$ cat src/rtl/gyro_resp_pkg.sv
// Shared definitions for the Pmod GYRO SPI responder: register map, command bits, FSM states.
package gyro_resp_pkg;

    localparam logic [5:0] ADDR_WHO_AM_I = 6'h0F;
    localparam logic [5:0] ADDR_CTRL1    = 6'h20;
    localparam logic [5:0] ADDR_CTRL2    = 6'h21;
    localparam logic [5:0] ADDR_CTRL3    = 6'h22;
    localparam logic [5:0] ADDR_CTRL4    = 6'h23;
    localparam logic [5:0] ADDR_CTRL5    = 6'h24;
    localparam logic [5:0] ADDR_TEMP     = 6'h26;
    localparam logic [5:0] ADDR_STATUS   = 6'h27;
    localparam logic [5:0] ADDR_OUT_X_L  = 6'h28;
    localparam logic [5:0] ADDR_OUT_X_H  = 6'h29;
    localparam logic [5:0] ADDR_OUT_Y_L  = 6'h2A;
    localparam logic [5:0] ADDR_OUT_Y_H  = 6'h2B;
    localparam logic [5:0] ADDR_OUT_Z_L  = 6'h2C;
    localparam logic [5:0] ADDR_OUT_Z_H  = 6'h2D;

    localparam int unsigned CMD_RW_BIT = 7;
    localparam int unsigned CMD_MS_BIT = 6;

    typedef enum logic [1:0] {
        IDLE,
        CMD,
        DATA
    } state_t;

    function automatic logic is_ctrl_addr(input logic [5:0] a);
        return (a >= ADDR_CTRL1) && (a <= ADDR_CTRL5);
    endfunction

endpackage

$ cat src/rtl/spi_slave_sync_edge.sv
// Synchronizes sclk/slave_select/mosi into the clk domain and produces
// single-cycle rise/fall pulses for sclk and slave_select.
module spi_slave_sync_edge #(
    parameter int unsigned SYNC_STAGES = 2
) (
    input  logic clk_i,
    input  logic rst_i,
    input  logic sclk_i,
    input  logic ss_n_i,
    input  logic mosi_i,
    output logic sclk_rise_o,
    output logic sclk_fall_o,
    output logic ss_rise_o,
    output logic ss_fall_o,
    output logic ss_level_o,
    output logic mosi_level_o
);

    logic [SYNC_STAGES-1:0] sclk_sync_q;
    logic [SYNC_STAGES-1:0] ss_sync_q;
    logic [SYNC_STAGES-1:0] mosi_sync_q;
    logic                   sclk_prev_q;
    logic                   ss_prev_q;

    // slave_select resets to "seen low" so a frame already in progress at
    // reset produces no fall; only a genuine rise re-arms the responder.
    always_ff @(posedge clk_i) begin
        if (rst_i) begin
            sclk_sync_q <= '1;
            ss_sync_q   <= '0;
            mosi_sync_q <= '0;
            sclk_prev_q <= 1'b1;
            ss_prev_q   <= 1'b0;
        end else begin
            sclk_sync_q <= {sclk_sync_q[SYNC_STAGES-2:0], sclk_i};
            ss_sync_q   <= {ss_sync_q[SYNC_STAGES-2:0], ss_n_i};
            mosi_sync_q <= {mosi_sync_q[SYNC_STAGES-2:0], mosi_i};
            sclk_prev_q <= sclk_sync_q[SYNC_STAGES-1];
            ss_prev_q   <= ss_sync_q[SYNC_STAGES-1];
        end
    end

    assign sclk_rise_o  =  sclk_sync_q[SYNC_STAGES-1] & ~sclk_prev_q;
    assign sclk_fall_o  = ~sclk_sync_q[SYNC_STAGES-1] &  sclk_prev_q;
    assign ss_rise_o    =  ss_sync_q[SYNC_STAGES-1]   & ~ss_prev_q;
    assign ss_fall_o    = ~ss_sync_q[SYNC_STAGES-1]   &  ss_prev_q;
    assign ss_level_o   =  ss_sync_q[SYNC_STAGES-1];
    assign mosi_level_o =  mosi_sync_q[SYNC_STAGES-1];

endmodule

$ cat src/rtl/gyro_spi_responder.sv
// SPI mode-3 responder emulating the Pmod GYRO (L3G4200D) register map.
// Optional STATUS_REG at 0x27 is built when GYRO_RESP_STATUS_EN is defined.
module gyro_spi_responder
    import gyro_resp_pkg::*;
#(
    parameter logic [7:0]  WHO_AM_I_VAL = 8'hD3,
    parameter logic [7:0]  CTRL1_RST    = 8'h07,
    parameter int unsigned SYNC_STAGES  = 2
) (
    input  logic        clk,
    input  logic        rst,
    input  logic        sclk,
    input  logic        slave_select,
    input  logic        mosi,
    output logic        miso,
    output logic        miso_oe,
    input  logic [15:0] x_axis_in,
    input  logic [15:0] y_axis_in,
    input  logic [15:0] z_axis_in,
    input  logic [7:0]  temp_in,
    input  logic        sample_valid,
    output logic [7:0]  ctrl_reg1,
    output logic        wr_strobe,
    output logic [5:0]  wr_addr,
    output logic        busy
);

    logic sclk_rise, sclk_fall, ss_rise, ss_fall, ss_lvl, mosi_lvl;

    spi_slave_sync_edge #(
        .SYNC_STAGES(SYNC_STAGES)
    ) u_sync (
        .clk_i       (clk),
        .rst_i       (rst),
        .sclk_i      (sclk),
        .ss_n_i      (slave_select),
        .mosi_i      (mosi),
        .sclk_rise_o (sclk_rise),
        .sclk_fall_o (sclk_fall),
        .ss_rise_o   (ss_rise),
        .ss_fall_o   (ss_fall),
        .ss_level_o  (ss_lvl),
        .mosi_level_o(mosi_lvl)
    );

    state_t          state_q, state_d;
    logic [2:0]      bit_cnt_q, bit_cnt_d;
    logic [7:0]      rx_q, rx_d;
    logic [7:0]      tx_q, tx_d;
    logic            miso_q, miso_d;
    logic            rw_q, rw_d;
    logic            ms_q, ms_d;
    logic [5:0]      addr_q, addr_d;
    logic [4:0][7:0] ctrl_q, ctrl_d;
    logic            wr_strobe_q, wr_strobe_d;
    logic [5:0]      wr_addr_q, wr_addr_d;
    logic            busy_q, busy_d;
    logic            armed_q, armed_d;
    logic [15:0]     lat_x_q, lat_x_d, lat_y_q, lat_y_d, lat_z_q, lat_z_d;
    logic [7:0]      lat_t_q, lat_t_d;
    logic [15:0]     snap_x_q, snap_x_d, snap_y_q, snap_y_d, snap_z_q, snap_z_d;
    logic [7:0]      snap_t_q, snap_t_d;
    logic [7:0]      rx_byte;
    logic [5:0]      next_addr;

`ifdef GYRO_RESP_STATUS_EN
    logic zyxda_q, zyxor_q, status_clr;

    assign status_clr = armed_q && (state_q == DATA) && !ss_rise && sclk_rise &&
                        (bit_cnt_q == 3'd7) && rw_q && (addr_q == ADDR_OUT_Z_H);

    // A new sample in the same cycle as the Z_H read-out keeps ZYXDA set.
    always_ff @(posedge clk) begin
        if (rst) begin
            zyxda_q <= 1'b0;
            zyxor_q <= 1'b0;
        end else if (sample_valid) begin
            zyxda_q <= 1'b1;
            zyxor_q <= zyxor_q | zyxda_q;
        end else if (status_clr) begin
            zyxda_q <= 1'b0;
            zyxor_q <= 1'b0;
        end
    end
`endif

    function automatic logic [7:0] reg_read(input logic [5:0] a);
        logic [7:0] v;
        v = '0;
        case (a)
            ADDR_WHO_AM_I: v = WHO_AM_I_VAL;
            ADDR_CTRL1:    v = ctrl_q[0];
            ADDR_CTRL2:    v = ctrl_q[1];
            ADDR_CTRL3:    v = ctrl_q[2];
            ADDR_CTRL4:    v = ctrl_q[3];
            ADDR_CTRL5:    v = ctrl_q[4];
            ADDR_TEMP:     v = snap_t_q;
`ifdef GYRO_RESP_STATUS_EN
            ADDR_STATUS:   v = {zyxor_q, 3'b000, zyxda_q, 3'b000};
`endif
            ADDR_OUT_X_L:  v = snap_x_q[7:0];
            ADDR_OUT_X_H:  v = snap_x_q[15:8];
            ADDR_OUT_Y_L:  v = snap_y_q[7:0];
            ADDR_OUT_Y_H:  v = snap_y_q[15:8];
            ADDR_OUT_Z_L:  v = snap_z_q[7:0];
            ADDR_OUT_Z_H:  v = snap_z_q[15:8];
            default:       v = '0;
        endcase
        return v;
    endfunction

    always_comb begin
        state_d     = state_q;
        bit_cnt_d   = bit_cnt_q;
        rx_d        = rx_q;
        tx_d        = tx_q;
        miso_d      = miso_q;
        rw_d        = rw_q;
        ms_d        = ms_q;
        addr_d      = addr_q;
        ctrl_d      = ctrl_q;
        wr_strobe_d = 1'b0;
        wr_addr_d   = wr_addr_q;
        busy_d      = busy_q;
        armed_d     = armed_q;
        lat_x_d     = lat_x_q;
        lat_y_d     = lat_y_q;
        lat_z_d     = lat_z_q;
        lat_t_d     = lat_t_q;
        snap_x_d    = snap_x_q;
        snap_y_d    = snap_y_q;
        snap_z_d    = snap_z_q;
        snap_t_d    = snap_t_q;
        rx_byte     = {rx_q[6:0], mosi_lvl};
        next_addr   = ms_q ? addr_q + 6'd1 : addr_q;

        if (sample_valid) begin
            lat_x_d = x_axis_in;
            lat_y_d = y_axis_in;
            lat_z_d = z_axis_in;
            lat_t_d = temp_in;
        end

        if (!armed_q) begin
            armed_d = ss_lvl;
        end else begin
            case (state_q)
                IDLE: begin
                    if (ss_fall) begin
                        state_d   = CMD;
                        busy_d    = 1'b1;
                        bit_cnt_d = '0;
                        miso_d    = 1'b0;
                        // Bypass so a sample arriving with the select fall is the one served.
                        snap_x_d  = sample_valid ? x_axis_in : lat_x_q;
                        snap_y_d  = sample_valid ? y_axis_in : lat_y_q;
                        snap_z_d  = sample_valid ? z_axis_in : lat_z_q;
                        snap_t_d  = sample_valid ? temp_in   : lat_t_q;
                    end
                end
                default: begin
                    if (ss_rise) begin
                        state_d   = IDLE;
                        busy_d    = 1'b0;
                        miso_d    = 1'b1;
                        bit_cnt_d = '0;
                    end else begin
                        if (sclk_fall) begin
                            if (state_q == CMD) begin
                                miso_d = 1'b0;
                            end else begin
                                miso_d = tx_q[7];
                                tx_d   = {tx_q[6:0], 1'b0};
                            end
                        end
                        if (sclk_rise) begin
                            rx_d      = rx_byte;
                            bit_cnt_d = bit_cnt_q + 3'd1;
                            if (bit_cnt_q == 3'd7) begin
                                if (state_q == CMD) begin
                                    state_d = DATA;
                                    rw_d    = rx_byte[CMD_RW_BIT];
                                    ms_d    = rx_byte[CMD_MS_BIT];
                                    addr_d  = rx_byte[5:0];
                                    tx_d    = rx_byte[CMD_RW_BIT] ? reg_read(rx_byte[5:0]) : '0;
                                end else begin
                                    addr_d = next_addr;
                                    if (rw_q) begin
                                        tx_d = reg_read(next_addr);
                                    end else if (is_ctrl_addr(addr_q)) begin
                                        wr_strobe_d = 1'b1;
                                        wr_addr_d   = addr_q;
                                        case (addr_q)
                                            ADDR_CTRL1: ctrl_d[0] = rx_byte;
                                            ADDR_CTRL2: ctrl_d[1] = rx_byte;
                                            ADDR_CTRL3: ctrl_d[2] = rx_byte;
                                            ADDR_CTRL4: ctrl_d[3] = rx_byte;
                                            default:    ctrl_d[4] = rx_byte;
                                        endcase
                                    end
                                end
                            end
                        end
                    end
                end
            endcase
        end
    end

    always_ff @(posedge clk) begin
        if (rst) begin
            state_q     <= IDLE;
            bit_cnt_q   <= '0;
            rx_q        <= '0;
            tx_q        <= '0;
            miso_q      <= 1'b1;
            rw_q        <= 1'b0;
            ms_q        <= 1'b0;
            addr_q      <= '0;
            ctrl_q      <= {32'h0, CTRL1_RST};
            wr_strobe_q <= 1'b0;
            wr_addr_q   <= '0;
            busy_q      <= 1'b0;
            armed_q     <= 1'b0;
            lat_x_q     <= '0;
            lat_y_q     <= '0;
            lat_z_q     <= '0;
            lat_t_q     <= '0;
            snap_x_q    <= '0;
            snap_y_q    <= '0;
            snap_z_q    <= '0;
            snap_t_q    <= '0;
        end else begin
            state_q     <= state_d;
            bit_cnt_q   <= bit_cnt_d;
            rx_q        <= rx_d;
            tx_q        <= tx_d;
            miso_q      <= miso_d;
            rw_q        <= rw_d;
            ms_q        <= ms_d;
            addr_q      <= addr_d;
            ctrl_q      <= ctrl_d;
            wr_strobe_q <= wr_strobe_d;
            wr_addr_q   <= wr_addr_d;
            busy_q      <= busy_d;
            armed_q     <= armed_d;
            lat_x_q     <= lat_x_d;
            lat_y_q     <= lat_y_d;
            lat_z_q     <= lat_z_d;
            lat_t_q     <= lat_t_d;
            snap_x_q    <= snap_x_d;
            snap_y_q    <= snap_y_d;
            snap_z_q    <= snap_z_d;
            snap_t_q    <= snap_t_d;
        end
    end

    assign miso      = miso_q;
    assign miso_oe   = busy_q;
    assign ctrl_reg1 = ctrl_q[0];
    assign wr_strobe = wr_strobe_q;
    assign wr_addr   = wr_addr_q;
    assign busy      = busy_q;

endmodule

$ cat config.mk
export PLATFORM = sky130hd
export DESIGN_NAME = gyro_spi_responder
export DESIGN_NICKNAME = d
export VERILOG_FILES = /design/src/rtl/gyro_resp_pkg.sv /design/src/rtl/spi_slave_sync_edge.sv /design/src/rtl/gyro_spi_responder.sv
export SDC_FILE = /design/constraint.sdc
export NUM_CORES = 1
export LEC_CHECK = 0
export BUFFER_PORTS_ARGS = -buffer_cell sky130_fd_sc_hd__buf_2
export CORE_AREA = 2 2 158 160
export CTS_CLUSTER_DIAMETER = 60
export DETAILED_ROUTE_END_ITERATION = 10
export DIE_AREA = 0 0 160 162
export PLACE_DENSITY_LB_ADDON = 0.05
export SYNTH_ARGS = -nofsm -noshare
export SYNTH_HDL_FRONTEND = slang
export SYNTH_HIERARCHICAL = 1
export SYNTH_SLANG_ARGS = --single-unit
$ cat constraint.sdc
create_clock -name clk -period 3.4 [get_ports clk]
set_input_delay 0.17 -clock clk [delete_from_list [all_inputs] [get_ports clk]]
set_output_delay 0.17 -clock clk [all_outputs]
set_load 0.05 [all_outputs]
After elaboration in Yosys (flattened, before gate mapping):

Index checks and enable logic that the tools add are counted.

* equal/unequal tests: 33
* bitwise operators: 16
* add/subtract/negate cells: 2
* $lt $le $gt $ge: 2
* reductions and logical operators: 24
* muxes and demuxes: 35

Operators by type and width (number)
* 8-bit case mux with 13 select lines: 2
* 6-bit equality test (second input constant): 28
* 8-bit two-way mux: 8
* 16-bit two-way mux: 3
* 9-bit AND reduction: 5
* 3-bit AND reduction: 5
* 6-bit by 4-bit equality test with 1-bit output (second input constant): 2
* 2-bit two-way mux: 6
* 3-bit two-way mux: 4
* 6-bit two-way mux: 2
* 1-bit inverter: 12
* 3-bit nonzero test: 4
* 1-bit two-way mux: 10
* 5-bit AND reduction: 2
* 8-bit AND reduction: 1
* 8-bit OR reduction: 1
* 6-bit by 1-bit adder with 6-bit output (second input constant): 1
* 6-bit greater-or-equal comparator (second input constant): 1
* 6-bit <= comparator (second input constant): 1
* 6-bit AND reduction: 1
* 1-bit bitwise AND: 4
* 4-bit AND reduction: 1
* 4-bit OR reduction: 1
* 3-bit by 1-bit adder with 3-bit output (second input constant): 1
* other kinds (6): 6

* logic and storage cells: 142
* output and inout bits: 18
* input port bits: 62
* bits in registers: 198

Depth between registers and ports, before layout:

Gate-level depths: netlist of run 1.

* depth after elaboration: 8
* depth in mapped cells: 12
* gate-level depth less buffers: 9

By module:

Netlist of run 1, hierarchy kept.

By module, submodules not included
* gyro_spi_responder: times used 1, area each 9306.4 µm², cells each 1068
* spi_slave_sync_edge: times used 1, area each 235.2 µm², cells each 20

Worst setup path after synthesis of run 1:

OpenSTA, ideal clock, no wires.

* path type: register -> register
* from: register addr_q[0]
* to: register tx_q[6]
* stages on the path, launching flop included: 12
* arrival time: 2.466 ns
* period minus slack after synthesis: 2.596 ns
* buffers on the path: 2
* path slack: 0.804 ns
* cells stage by stage: dfxtp_1 buf_4 inv_2 ha_1 buf_2 nor2b_1 mux2_4 a222oi_1 a21oi_1 o21a_1 o41ai_1 a21oi_1

* cells in the longest elaborated chain, start to end: 8
* elaborated cells on any way between the ends: 20
* classes of those cells: 1 x add/sub; 13 x eq/ne; 6 x mux

RTL lines
* start: declaration: RTL line gyro_spi_responder.sv:53 `logic [5:0] addr_q, addr_d;`
* start signal: assignment: RTL line gyro_spi_responder.sv:241 `addr_q <= addr_d;`
* 6-bit by 1-bit adder with 6-bit output: RTL line gyro_spi_responder.sv:135 `next_addr = ms_q ? addr_q + 6'd1 : addr_q;`
* 6-bit two-way mux (*): RTL line gyro_spi_responder.sv:135
* 6-bit equality test or 6-bit by 4-bit equality test with 1-bit output (tied branches): RTL line gyro_spi_responder.sv:90 `case (a)`
* 8-bit case mux with 13 select lines (*): RTL line gyro_spi_responder.sv:90
* 8-bit two-way mux (*): RTL line gyro_spi_responder.sv:188 `if (rw_q) begin`
* 8-bit two-way mux (*): RTL line gyro_spi_responder.sv:180 `if (state_q == CMD) begin`
* 8-bit two-way mux (*): RTL line gyro_spi_responder.sv:179 `if (bit_cnt_q == 3'd7) begin`
* 8-bit two-way mux (*): RTL line gyro_spi_responder.sv:176 `if (sclk_rise) begin`
* end signal: assignment: RTL line gyro_spi_responder.sv:237 `tx_q <= tx_d;`
* end: declaration: RTL line gyro_spi_responder.sv:49 `logic [7:0] tx_q, tx_d;`

Mark *: on every way between the ends. The rest lies on a longest branch, timed or not.
A chain may end at the register's enable or synchronous reset.

Worst setup path in the final report of run 1:

* from: register addr_q[0]
* to: register tx_q[5]

Same word-level chain as after synthesis.

==> key figures, run 1 <==
Worst setup path
  – Crit path DAT: roughly 3.4 ns
  – Critical Path Sink Type: flop
  – Reg2reg start: addr_q[0]
  – Critical-path maximum fanout: 12
  – Critical path data required time: 3.76 ns
  – End point of the critical path: tx_q[5]
  – Critical R2R Capture: tx_q[5]
  – R2R cell count: 10
  – Worst Setup SP: addr_q[0]
  – Critical path class: reg -> reg
  – Critical Path Start Type: flop
  – R2r setup slk: 0.41 ns

Logic synthesis
  – Sequential fraction of the synthesis area: 41.5%
  – Async set-reset flop share out of synthesis: 0%
  – Post-synth EDFFs: 0
  – Synth unique cells: 76
  – Yosys warning total: 6
  – Primary FF master, synth: dfxtp_1
  – #FFs+latches synth: 198
  – Xor and xnor area share after synthesis: less than 1%
  – Share of the synthesized area in the top cell type: roughly 42%
  – Most common cell in the netlist: dfxtp_1
  – Cell accounting for the most synthesized area: dfxtp_1
  – Top cells by count, synth: dfxtp_1 (198), nor2_1 (181), mux2i_1 (99)
  – Synth top area cells: dfxtp_1 (42%), mux2i_1 (10%), nor2_1 (7.1%)
  – Proportion of synthesized area in mux cells: about an eighth
  – Simple-Gate Fraction of Synth Area: between 10% and 20%
  – Largest family of logic cells by synthesized area: compound AO/OA/AOI/OAI gates
  – Mapped Avg Cell Area: 8.77 µm²
  – Syn_nets: roughly 1200
  – Area fraction in compound gates after synthesis: about 21%
  – Synthesized cell area: between 0.009 and 0.01 mm²
  – Post-Synthesis Cells: 1088
  – Post-synthesis adder-cell area fraction: less than 1%

Clock network
  – H-tree Lvls: 4
  – CTS clk-pin slew, worst paths: around 0.08 ns
  – # clock sinks: between 150 and 200
  – Clk_lat worst skew: 0.44 ns
  – Inserted Clock Buffers: 17
  – CTS Buffer Depth: 2
  – CTS tree: built
  – Root buffer cell: clkbuf_16

Min path
  – Hold crit path type: in -> reg

Pwr
  – LEAKAGE: roughly 0.0042 µW
  – Pwr Density: 418 mW/mm²
  – Maximum VDD drop: approximately 0.29 mV

Layout
  – N_diodes: 0
  – Final nets: ~1200
  – # fillers: between 2000 and 2500
  – Final Instance Area: between 0.01 and 0.015 mm²
  – Layout Utilization: 46.3%
  – Share of cells above drive strength 1: between 10 and 15%
  – Layout area overhead: 17.0%

STA
  – Worst-Margin Slew: roughly 0.96 ns
  – Slew Limit Fails: 0
  – RSZ-0062 raised after global routing: false
  – Max Clk Rate: between 0.3 and 0.4 GHz
  – Hold_ws: between 0.009 and 0.01 ns
  – Final setup vio count: 0
  – Final Hold Fails: 0
  – TNS Setup: 0 ns
  – Fin crit share: 88.0%
  – Max-Slew Margin vs Limit: between 30% and 40%
  – Min Clock Period, post-route: roughly 3 ns
  – Final Skew: roughly 0.016 ns

GRT
  – Global route total overflow: 0
  – Largest net degree at the start of global routing: between 100 and 150
  – Initial antenna violation count: 1
  – First-pass GRT wire length: about 48000 µm
  – GR Util All Layers: between 20% and 30%
  – Vias in the first global route: around 7800

Floorplanning
  – FP Rows: 57
  – Initial Util: a little under 40%
  – Die H: around 160 µm
  – Die ar.: ~0.026 mm²
  – Die width: around 160 µm
  – Ports: 80
  – Core Area: 0.0241 mm²

Routing
  – Wire per inst: between 20 and 25 µm
  – Initial DRC Count: about 690
  – Vias: ~8500
  – Final WL: between 30000 and 40000 µm
  – TritonRoute pass-1 iters: 5
  – Routed vias/inst: around 5.7
  – DRC Markers: 0
  – Final ANT Viol Nets: 0

Placement
  – IO buf count: slightly below 80
  – Gpl congestion: ~0.95
  – Placed Instance Area: ~0.010 mm²
  – Hpwl dp: between 20000 and 25000 µm

Status
  – Status: finished, final reports clean

Run
  – Max Cap Violations: 0
==> how the worst min path moves through the flow <==
stage / endpoint / slack, ns / depth (start not counted) / from
after detailed placement: u_sync/sclk_sync_q[0] / 0.35 / 2 / sclk
after global placement: u_sync/sclk_sync_q[0] / 0.35 / 2 / sclk
after floorplan: u_sync/mosi_sync_q[0] / 0.24 / 1 / rst
after global routing: lat_z_q[15] / 0.02 / 3 / z_axis_in[15]
after CTS: lat_z_q[11] / 0.001 / 3 / z_axis_in[11]
final: lat_z_q[15] / 0.009 / 3 / z_axis_in[15]
==> what timing repair did <==
action / 4_1_cts / 5_1_grt
gates resized for setup: 0 / 0
buffers inserted: 0 / 0
endpoints found under the hold margin: 44 / 0
hold buffers: 44 / 0
==> area by class of cell <==
class / count / area, µm² / share of cell area [%]
clock buffers: 17 / 425 / 3.81
clock inverters: 14 / 155 / 1.39
inverters: 9 / 33.8 / 0.303
multi-input cells: 785 / 5100 / 45.7
flip-flops and latches: 198 / 3960 / 35.5
well taps: 324 / 405 / 3.63
repair buffers: 151 / 1080 / 9.67
==> critical path, stage by stage (launching register included) <==
cell	delay, ns
dfxtp_1	0.50
inv_2	0.17
ha_1	0.48
nor2b_1	0.20
buf_4	0.20
a31oi_1	0.12
a211oi_1	0.64
a32oi_1	0.11
o2111ai_1	0.19
nand3_1	0.14
a21oi_1	0.17
==> stage by stage <==
stage          setup slack [ns]  power [µW]  cells
2_1_floorplan             0.804        2590   1088
3_3_place_gp              0.432        2670   1423
3_5_place_dp              0.465        2670   1423
4_1_cts                   0.448        4730   1498
5_1_grt                   0.152        4860   1498
6_report                  0.409        4670   1498
==> routing by layer <==
layer	track usage, %	wire length, µm	vias up
li1	-	-	4132
met1	33.4	14600	4040
met2	38.0	14000	296
met4	7.08	718	2
met5	0	13	-
met3	4.09	1800	41
==> state kept, by name, summed over array words and instances (netlist names), 2 cells and up <==
signal and flops:
lat_t_q 8, snap_t_q 8, snap_y_q 16, addr_q 6
wr_addr 6, lat_z_q 16, rx_q 7, state_q 2
ctrl_q 32, u_sync/ss_sync_q 2, snap_x_q 16, lat_x_q 16
lat_y_q 16, u_sync/sclk_sync_q 2, tx_q 8, snap_z_q 16
u_sync/mosi_sync_q 2, ctrl_reg1 8, bit_cnt_q 3
==> report_power, final <==
group | switching (µW) | internal, µW | total, µW | leakage [µW]
clock | 1030 | 984 | 2020 | 0.000284
combinational | 141 | 119 | 260 | 0.00235
sequential | 22.2 | 2370 | 2390 | 0.00161
total | 1200 | 3470 | 4670 | 0.00424
==> layout by cell type (no fill, tap or decap), types with 3 or more instances in the layout <==
cell / n
nor2_1: 181
nor2b_1: 16
or2_1: 3
buf_4: 27
inv_6: 3
nand3_1: 44
a221oi_1: 22
nand2b_1: 7
and2_1: 6
a32oi_1: 8
o211ai_1: 9
nor4_2: 3
a31oi_1: 4
nand4_1: 7
clkinv_8: 3
o221ai_1: 3
and4b_1: 3
o21ai_0: 30
buf_2: 77
a222oi_1: 3
o22ai_1: 6
a22o_1: 17
nand2_1: 75
nor3_1: 8
ha_1: 6
clkinv_4: 4
a21oi_1: 57
xnor2_1: 4
inv_1: 7
nand3b_1: 3
clkbuf_16: 17
a211oi_1: 60
a21boi_0: 4
mux2i_1: 99
inv_8: 4
a22oi_1: 28
dfxtp_1: 198
mux2_2: 11
o31ai_1: 5
dlygate4sd3_1: 44
==> cells by family (layout without fill, tap and decap cells) <==
group / after synthesis / in the layout
buffers and inverters: 105 / 191
muxes: 113 / 113
DFF: 198 / 198
xor gates and xnor gates: 5 / 5
AOI/OAI and AO/OA: 281 / 281
adders and majority gates: 6 / 6
and+or+nand+nor: 380 / 380
(Power assumes the default switching activity.)
==> run 2: changes to the inputs <==
==> constraint.sdc (replaced) <==
create_clock -name clk -period 3.3 [get_ports clk]
set_input_delay 0.165 -clock clk [delete_from_list [all_inputs] [get_ports clk]]
set_output_delay 0.165 -clock clk [all_outputs]
set_load 0.05 [all_outputs]
==> key figures, run 2 (synthesis gave the netlist of run 1 again) <==
Status
  – Status: finished, final reports clean (unchanged)

Worst setup path
  – Largest stage delay, worst path: 0.46 ns (was 0.64 ns)
  – Largest delay share family, worst path: compound AO/OA/AOI/OAI gates (unchanged)
  – Cell Chain, Critical Path: buf_4 > ha_1 > and4_1 > o211ai_2 > a21oi_2 > nand2b_1 > o2111ai_1 > nand3_1 > a21oi_1 (was inv_2 > ha_1 > nor2b_1 > buf_4 > a31oi_1 > a211oi_1 > a32oi_1 > o2111ai_1 > nand3_1 > a21oi_1)
  – Critical Path Sink Type: flop (unchanged)
  – Crit path DAT: 3.32 ns (was 3.35 ns)
  – Slowest cell on crit path: a21oi_2 (was a211oi_1)
  – Reg2reg start: addr_q[0] (unchanged)
  – R2r setup slk: 0.36 ns (was 0.41 ns)
  – Critical Path Start Type: flop (unchanged)
  – Critical path class: reg -> reg (unchanged)
  – Critical R2R Capture: tx_q[5] (unchanged)
  – R2R cell count: 9 (was 10)
  – Critical path data required time: 3.68 ns (was 3.76 ns)
  – CP bufs+invs: 1 (was 2)
  – Critical-path maximum fanout: 10 (was 12)

Layout
  – Largest Register: ctrl_q (unchanged)
  – Layout area overhead: 18.6% (was 17.0%)
  – Max FFs per register: 32 (unchanged)
  – N_diodes: 0 (unchanged)
  – Cell Count, Final, Fillers Out: 1514 (was 1498)
  – # fillers: 2450 (was 2446)
  – Share of cells above drive strength 1: 15.5% (was 15.0%)
  – Commonest non-fill, non-tap cell in the layout: dfxtp_1 (unchanged)
  – Final nets: 1245 (was 1230)
  – Most frequent cells in the layout: dfxtp_1 (198), nor2_1 (181), mux2i_1 (99) (unchanged)

Clock network
  – H-tree Lvls: 4 (unchanged)
  – # clock sinks: 198 (unchanged)
  – CTS tree: built (unchanged)
  – Clk_lat worst skew: 0.45 ns (was 0.44 ns)
  – CTS Buffer Depth: 2 (unchanged)
  – Postcts setup bufs: 0 (unchanged)
  – # resized after CTS: 0 (unchanged)
  – Root buffer cell: clkbuf_16 (unchanged)
  – Inserted Clock Buffers: 17 (unchanged)
  – CTS clk-pin slew, worst paths: 0.08 ns (about the same)

GRT
  – GR Util All Layers: 24.2% (was 23.9%)
  – Global route total overflow: 0 (unchanged)
  – Vias in the first global route: 8021 (was 7846)
  – Largest net degree at the start of global routing: 114 (unchanged)
  – First-pass GRT wire length: 48500 µm (was 47800 µm)
  – Initial antenna violation count: 0 (was 1)

Placement
  – IO buf count: 79 (unchanged)
  – Hpwl dp: 22200 µm (was 22400 µm)
  – Cells after DPL: 1431 (was 1423)
  – Gpl congestion: 0.958 (was 0.946)

Min path
  – Hold path startpoint: z_axis_in[8] (was z_axis_in[15])
  – Worst hold path stage count: 3 (unchanged)
  – Hold crit path type: in -> reg (unchanged)
  – Worst Hold Path EP: lat_z_q[8] (was lat_z_q[15])

Routing
  – Final ANT Viol Nets: 0 (unchanged)
  – DRC Markers: 0 (unchanged)
  – Final WL: 31000 µm (was 31100 µm)
  – Routed vias/inst: 5.61 (was 5.68)
  – Initial DRC Count: 822 (was 693)
  – Vias: 8501 (was 8511)
  – Wire per inst: 20.5 µm (was 20.7 µm)
  – TritonRoute pass-1 iters: 5 (unchanged)

STA
  – TNS Setup: 0 ns (unchanged)
  – Slew Limit Fails: 0 (unchanged)
  – Hold_ws: 0.00981 ns (was 0.00902 ns)
  – RSZ-0062 raised after global routing: false (unchanged)
  – Worst-Margin Slew: 0.956 ns (was 0.955 ns)
  – Final Hold Fails: 0 (unchanged)
  – Min Clock Period, post-route: 2.94 ns (was 2.99 ns)
  – Fin crit share: 89.0% (was 88.0%)
  – Final setup vio count: 0 (unchanged)
  – Max-Slew Margin vs Limit: 36.3% (about the same)
  – Final Skew: 0.0146 ns (was 0.0164 ns)
  – Max Clk Rate: 0.341 GHz (was 0.334 GHz)

Floorplanning
  – FP Rows: 57 (unchanged)
  – Initial Util: 39.6% (unchanged)
  – Die H: 162 µm (unchanged)
  – Ports: 80 (unchanged)
  – Core Area: 0.0241 mm² (unchanged)
  – Die ar.: 0.0259 mm² (unchanged)
  – Die width: 160 µm (unchanged)

Pwr
  – LEAKAGE: 0.00432 µW (was 0.00424 µW)
  – Maximum VDD drop: 0.268 mV (was 0.287 mV)
  – Pwr Density: 429 mW/mm² (was 418 mW/mm²)
  – Overall power: 4860 µW (was 4670 µW)

Run
  – Max Cap Violations: 0 (unchanged)
run 2: cell count changes in the layout (fill, tap and decap cells not counted), sizes merged:
cell / change
clkbuf: +1
dlygate4sd3: +7
clkinv: -1
buf: +8
inv: +1
run 2: layer usage:
layer | share of wire (%) | vias to the layer above | track usage (%)
met4 | 3.0 | 0 | 9.54
met5 | 0 | - | 0
met1 | 47 | 4041 | 34.7
met2 | 44 | 263 | 36.7
met3 | 5.7 | 48 | 3.55
li1 | - | 4149 | -
run 2: layout make-up:
cell class | instances | area [µm²] | area share [%]
Clock buffer | 18 | 429 | 3.79
Clock inverter | 14 | 175 | 1.55
Inverter | 9 | 33.8 | 0.298
Multi-Input combinational cell | 785 | 5100 | 45.1
Sequential cell | 198 | 3960 | 35.0
Tap cell | 324 | 405 | 3.58
Timing Repair Buffer | 166 | 1210 | 10.7
run 2: worst max path at each step:
| stage | end | cells after the start | from | slack (ns) |
|---|---|---|---|---|
| after floorplan | tx_q[6] | 11 | addr_q[0] | 0.70 |
| after global placement | tx_q[5] | 9 | addr_q[0] | 0.41 |
| after detailed placement | tx_q[5] | 9 | addr_q[0] | 0.42 |
| after CTS | tx_q[5] | 9 | addr_q[0] | 0.39 |
| after global routing | tx_q[6] | 9 | addr_q[0] | 0.18 |
| final | tx_q[5] | 9 | addr_q[0] | 0.36 |
run 2: tightest hold or removal path: cells and delay by family:
| kind | cells | cell delay, ns |
|---|---|---|
| buffers and inverters | 1 | 0.07 |
| muxes | 1 | 0.09 |
| and+or+nand+nor | 1 | 0.09 |
run 2: timing repair:
item	4_1_cts	5_1_grt
endpoints found under the setup margin	0	0
endpoints found under the hold margin	51	0
hold buffers	51	0
run 2: metrics by stage:
| stage | instance area (µm²) | setup WS [ns] | util, % |
|---|---|---|---|
| after global routing | 11300 | 0.180 | 47.0 |
| after detailed placement | 10200 | 0.417 | 42.3 |
| after global placement | 10200 | 0.408 | 42.3 |
| final | 11300 | 0.364 | 47.0 |
| after floorplan | 9540 | 0.704 | - |
| after CTS | 11300 | 0.388 | 47.0 |
run 2: report_power, final:
group          internal [µW]  switching [µW]  leakage [µW]  total (µW)
clock network           1030            1090      0.000293        2120
logic                    129             145       0.00242         274
registers               2440            23.1       0.00161        2460
==> run 3: changes to the inputs <==
==> constraint.sdc (replaced) <==
create_clock -name clk -period 3.3 [get_ports clk]
set_input_delay 0.33 -clock clk [delete_from_list [all_inputs] [get_ports clk]]
set_output_delay 0.33 -clock clk [all_outputs]
set_load 0.05 [all_outputs]
==> key figures, run 3 (synthesis gave the netlist of run 1 again) <==
Status
  – Status: finished, final reports clean (unchanged)

Min path
  – Worst Hold Path EP: u_sync/sclk_sync_q[0] (was lat_z_q[8])
  – Worst hold path stage count: 2 (was 3)
  – Hold path startpoint: sclk (was z_axis_in[8])
  – Hold crit path type: in -> reg (unchanged)

Layout
  – Storage cell area: 0.00396 mm² (unchanged)
  – Max FFs per register: 32 (unchanged)
  – Multi-input gate area: 0.00510 mm² (unchanged)
  – N_diodes: 0 (unchanged)
  – Final nets: 1194 (was 1245)
  – Commonest non-fill, non-tap cell in the layout: dfxtp_1 (unchanged)
  – Cell Count, Final, Fillers Out: 1463 (was 1514)
  – Share of cells above drive strength 1: 16.2% (was 15.5%)
  – # fillers: 2502 (was 2450)
  – Layout area overhead: 13.3% (was 18.6%)
  – Largest Register: ctrl_q (unchanged)
  – Most frequent cells in the layout: dfxtp_1 (198), nor2_1 (181), mux2i_1 (99) (unchanged)
  – Final Instance Area: 0.0108 mm² (was 0.0113 mm²)

Floorplanning
  – Initial Util: 39.6% (unchanged)
  – FP Rows: 57 (unchanged)
  – Die H: 162 µm (unchanged)
  – Die ar.: 0.0259 mm² (unchanged)
  – Ports: 80 (unchanged)
  – Core Area: 0.0241 mm² (unchanged)
  – Die width: 160 µm (unchanged)

STA
  – Fin crit share: 89.1% (was 89.0%)
  – TNS Setup: 0 ns (unchanged)
  – Final setup vio count: 0 (unchanged)
  – Final Hold Fails: 0 (unchanged)
  – Min Clock Period, post-route: 2.94 ns (about the same)
  – RSZ-0062 raised after global routing: false (unchanged)
  – Max Clk Rate: 0.340 GHz (was 0.341 GHz)
  – Worst-Margin Slew: 0.960 ns (was 0.956 ns)
  – Max-Slew Margin vs Limit: 36.0% (was 36.3%)
  – Slew Limit Fails: 0 (unchanged)
  – Final Skew: 0.0153 ns (was 0.0146 ns)

Worst setup path
  – Critical Path Start Type: flop (unchanged)
  – Critical path data required time: 3.62 ns (was 3.68 ns)
  – Critical-path maximum fanout: 18 (was 10)
  – R2r setup slk: 0.36 ns (about the same)
  – Crit path DAT: 3.26 ns (was 3.32 ns)
  – Critical R2R Capture: tx_q[6] (was tx_q[5])
  – Critical path class: reg -> reg (unchanged)
  – Reg2reg start: rx_q[0] (was addr_q[0])
  – Critical Path Sink Type: flop (unchanged)
  – R2R cell count: 6 (was 9)

GRT
  – Initial antenna violation count: 0 (unchanged)
  – First-pass GRT wire length: 47800 µm (was 48500 µm)
  – Vias in the first global route: 7839 (was 8021)
  – Global route total overflow: 0 (unchanged)
  – GR Util All Layers: 23.9% (was 24.2%)
  – Largest net degree at the start of global routing: 114 (unchanged)

Clock network
  – H-tree Lvls: 4 (unchanged)
  – CTS clk-pin slew, worst paths: 0.08 ns (about the same)
  – Hold Buf Count CTS: 0 (was 51)
  – Root buffer cell: clkbuf_16 (unchanged)
  – # clock sinks: 198 (unchanged)
  – Clk_lat worst skew: 0.45 ns (about the same)
  – CTS tree: built (unchanged)
  – Inserted Clock Buffers: 17 (unchanged)
  – # resized after CTS: 0 (unchanged)
  – CTS Buffer Depth: 2 (unchanged)
  – Postcts setup bufs: 0 (unchanged)

Run
  – Max Cap Violations: 0 (unchanged)

Routing
  – Final ANT Viol Nets: 0 (unchanged)
  – DRC Markers: 0 (unchanged)
  – Final WL: 30500 µm (was 31000 µm)
  – Wire per inst: 20.8 µm (was 20.5 µm)
  – Routed vias/inst: 5.70 (was 5.61)
  – Initial DRC Count: 853 (was 822)
  – Vias: 8342 (was 8501)
  – TritonRoute pass-1 iters: 6 (was 5)

Pwr
  – LEAKAGE: 0.00411 µW (was 0.00432 µW)
  – Pwr Density: 445 mW/mm² (was 429 mW/mm²)
  – Maximum VDD drop: 0.266 mV (was 0.268 mV)

Placement
  – Placed Instance Area: 0.0102 mm² (unchanged)
  – IO buf count: 79 (unchanged)
  – Hpwl dp: 22200 µm (unchanged)
  – Cells after DPL: 1431 (unchanged)
  – Gpl congestion: 0.958 (unchanged)
run 3: metrics by stage:
| stage | hold slack, ns | setup WS (ns) | utilization, % | total power [µW] |
|---|---|---|---|---|
| 2_1_floorplan | 0.383 | 0.704 | - | 2670 |
| 3_3_place_gp | 0.394 | 0.408 | 42.3 | 2750 |
| 3_5_place_dp | 0.395 | 0.417 | 42.3 | 2750 |
| 4_1_cts | 0.0431 | 0.388 | 44.8 | 4880 |
| 5_1_grt | 0.0613 | 0.180 | 44.8 | 5010 |
| 6_report | 0.0567 | 0.361 | 44.8 | 4810 |
run 3: area by class of cell:
cell class | instances | share of cell area, %
clock buffer | 18 | 3.97
timing repair buffer | 115 | 6.47
clock inverter | 14 | 1.62
sequential | 198 | 36.7
multi-input combinational | 785 | 47.2
tap | 324 | 3.75
inverter | 9 | 0.313
run 3: worst max-delay path by stage:
stage                         end  slack [ns]      start  cells past startpoint
after floorplan           tx_q[6]        0.70  addr_q[0]                     11
after global placement    tx_q[5]        0.41  addr_q[0]                      9
after detailed placement  tx_q[5]        0.42  addr_q[0]                      9
after CTS                 tx_q[5]        0.39  addr_q[0]                      9
after global routing      tx_q[6]        0.18  addr_q[0]                      9
final                     tx_q[6]        0.36    rx_q[0]                      6
run 3: metal layers:
metal | wire [µm] | vias to the layer above | global-route usage [%]
met3 | 1670 | 45 | 3.58
met2 | 13200 | 271 | 35.7
li1 | - | 4050 | -
met5 | 0 | - | 0
met4 | 894 | 0 | 9.54
met1 | 14700 | 3976 | 34.5
run 3: worst max-delay path: stages, from the launching register on:
cell and delay, ns:
dfxtp_1 0.93, or4b_4 0.32, nor2_1 0.14, a221oi_1 0.54, a31oi_1 0.22, a2111oi_0 0.52
a21oi_1 0.13
run 3: where the power goes:
group / switching (µW) / total, µW / internal [µW]
logic: 138 / 227 / 89.4
registers: 23.0 / 2460 / 2440
clock network: 1080 / 2120 / 1030
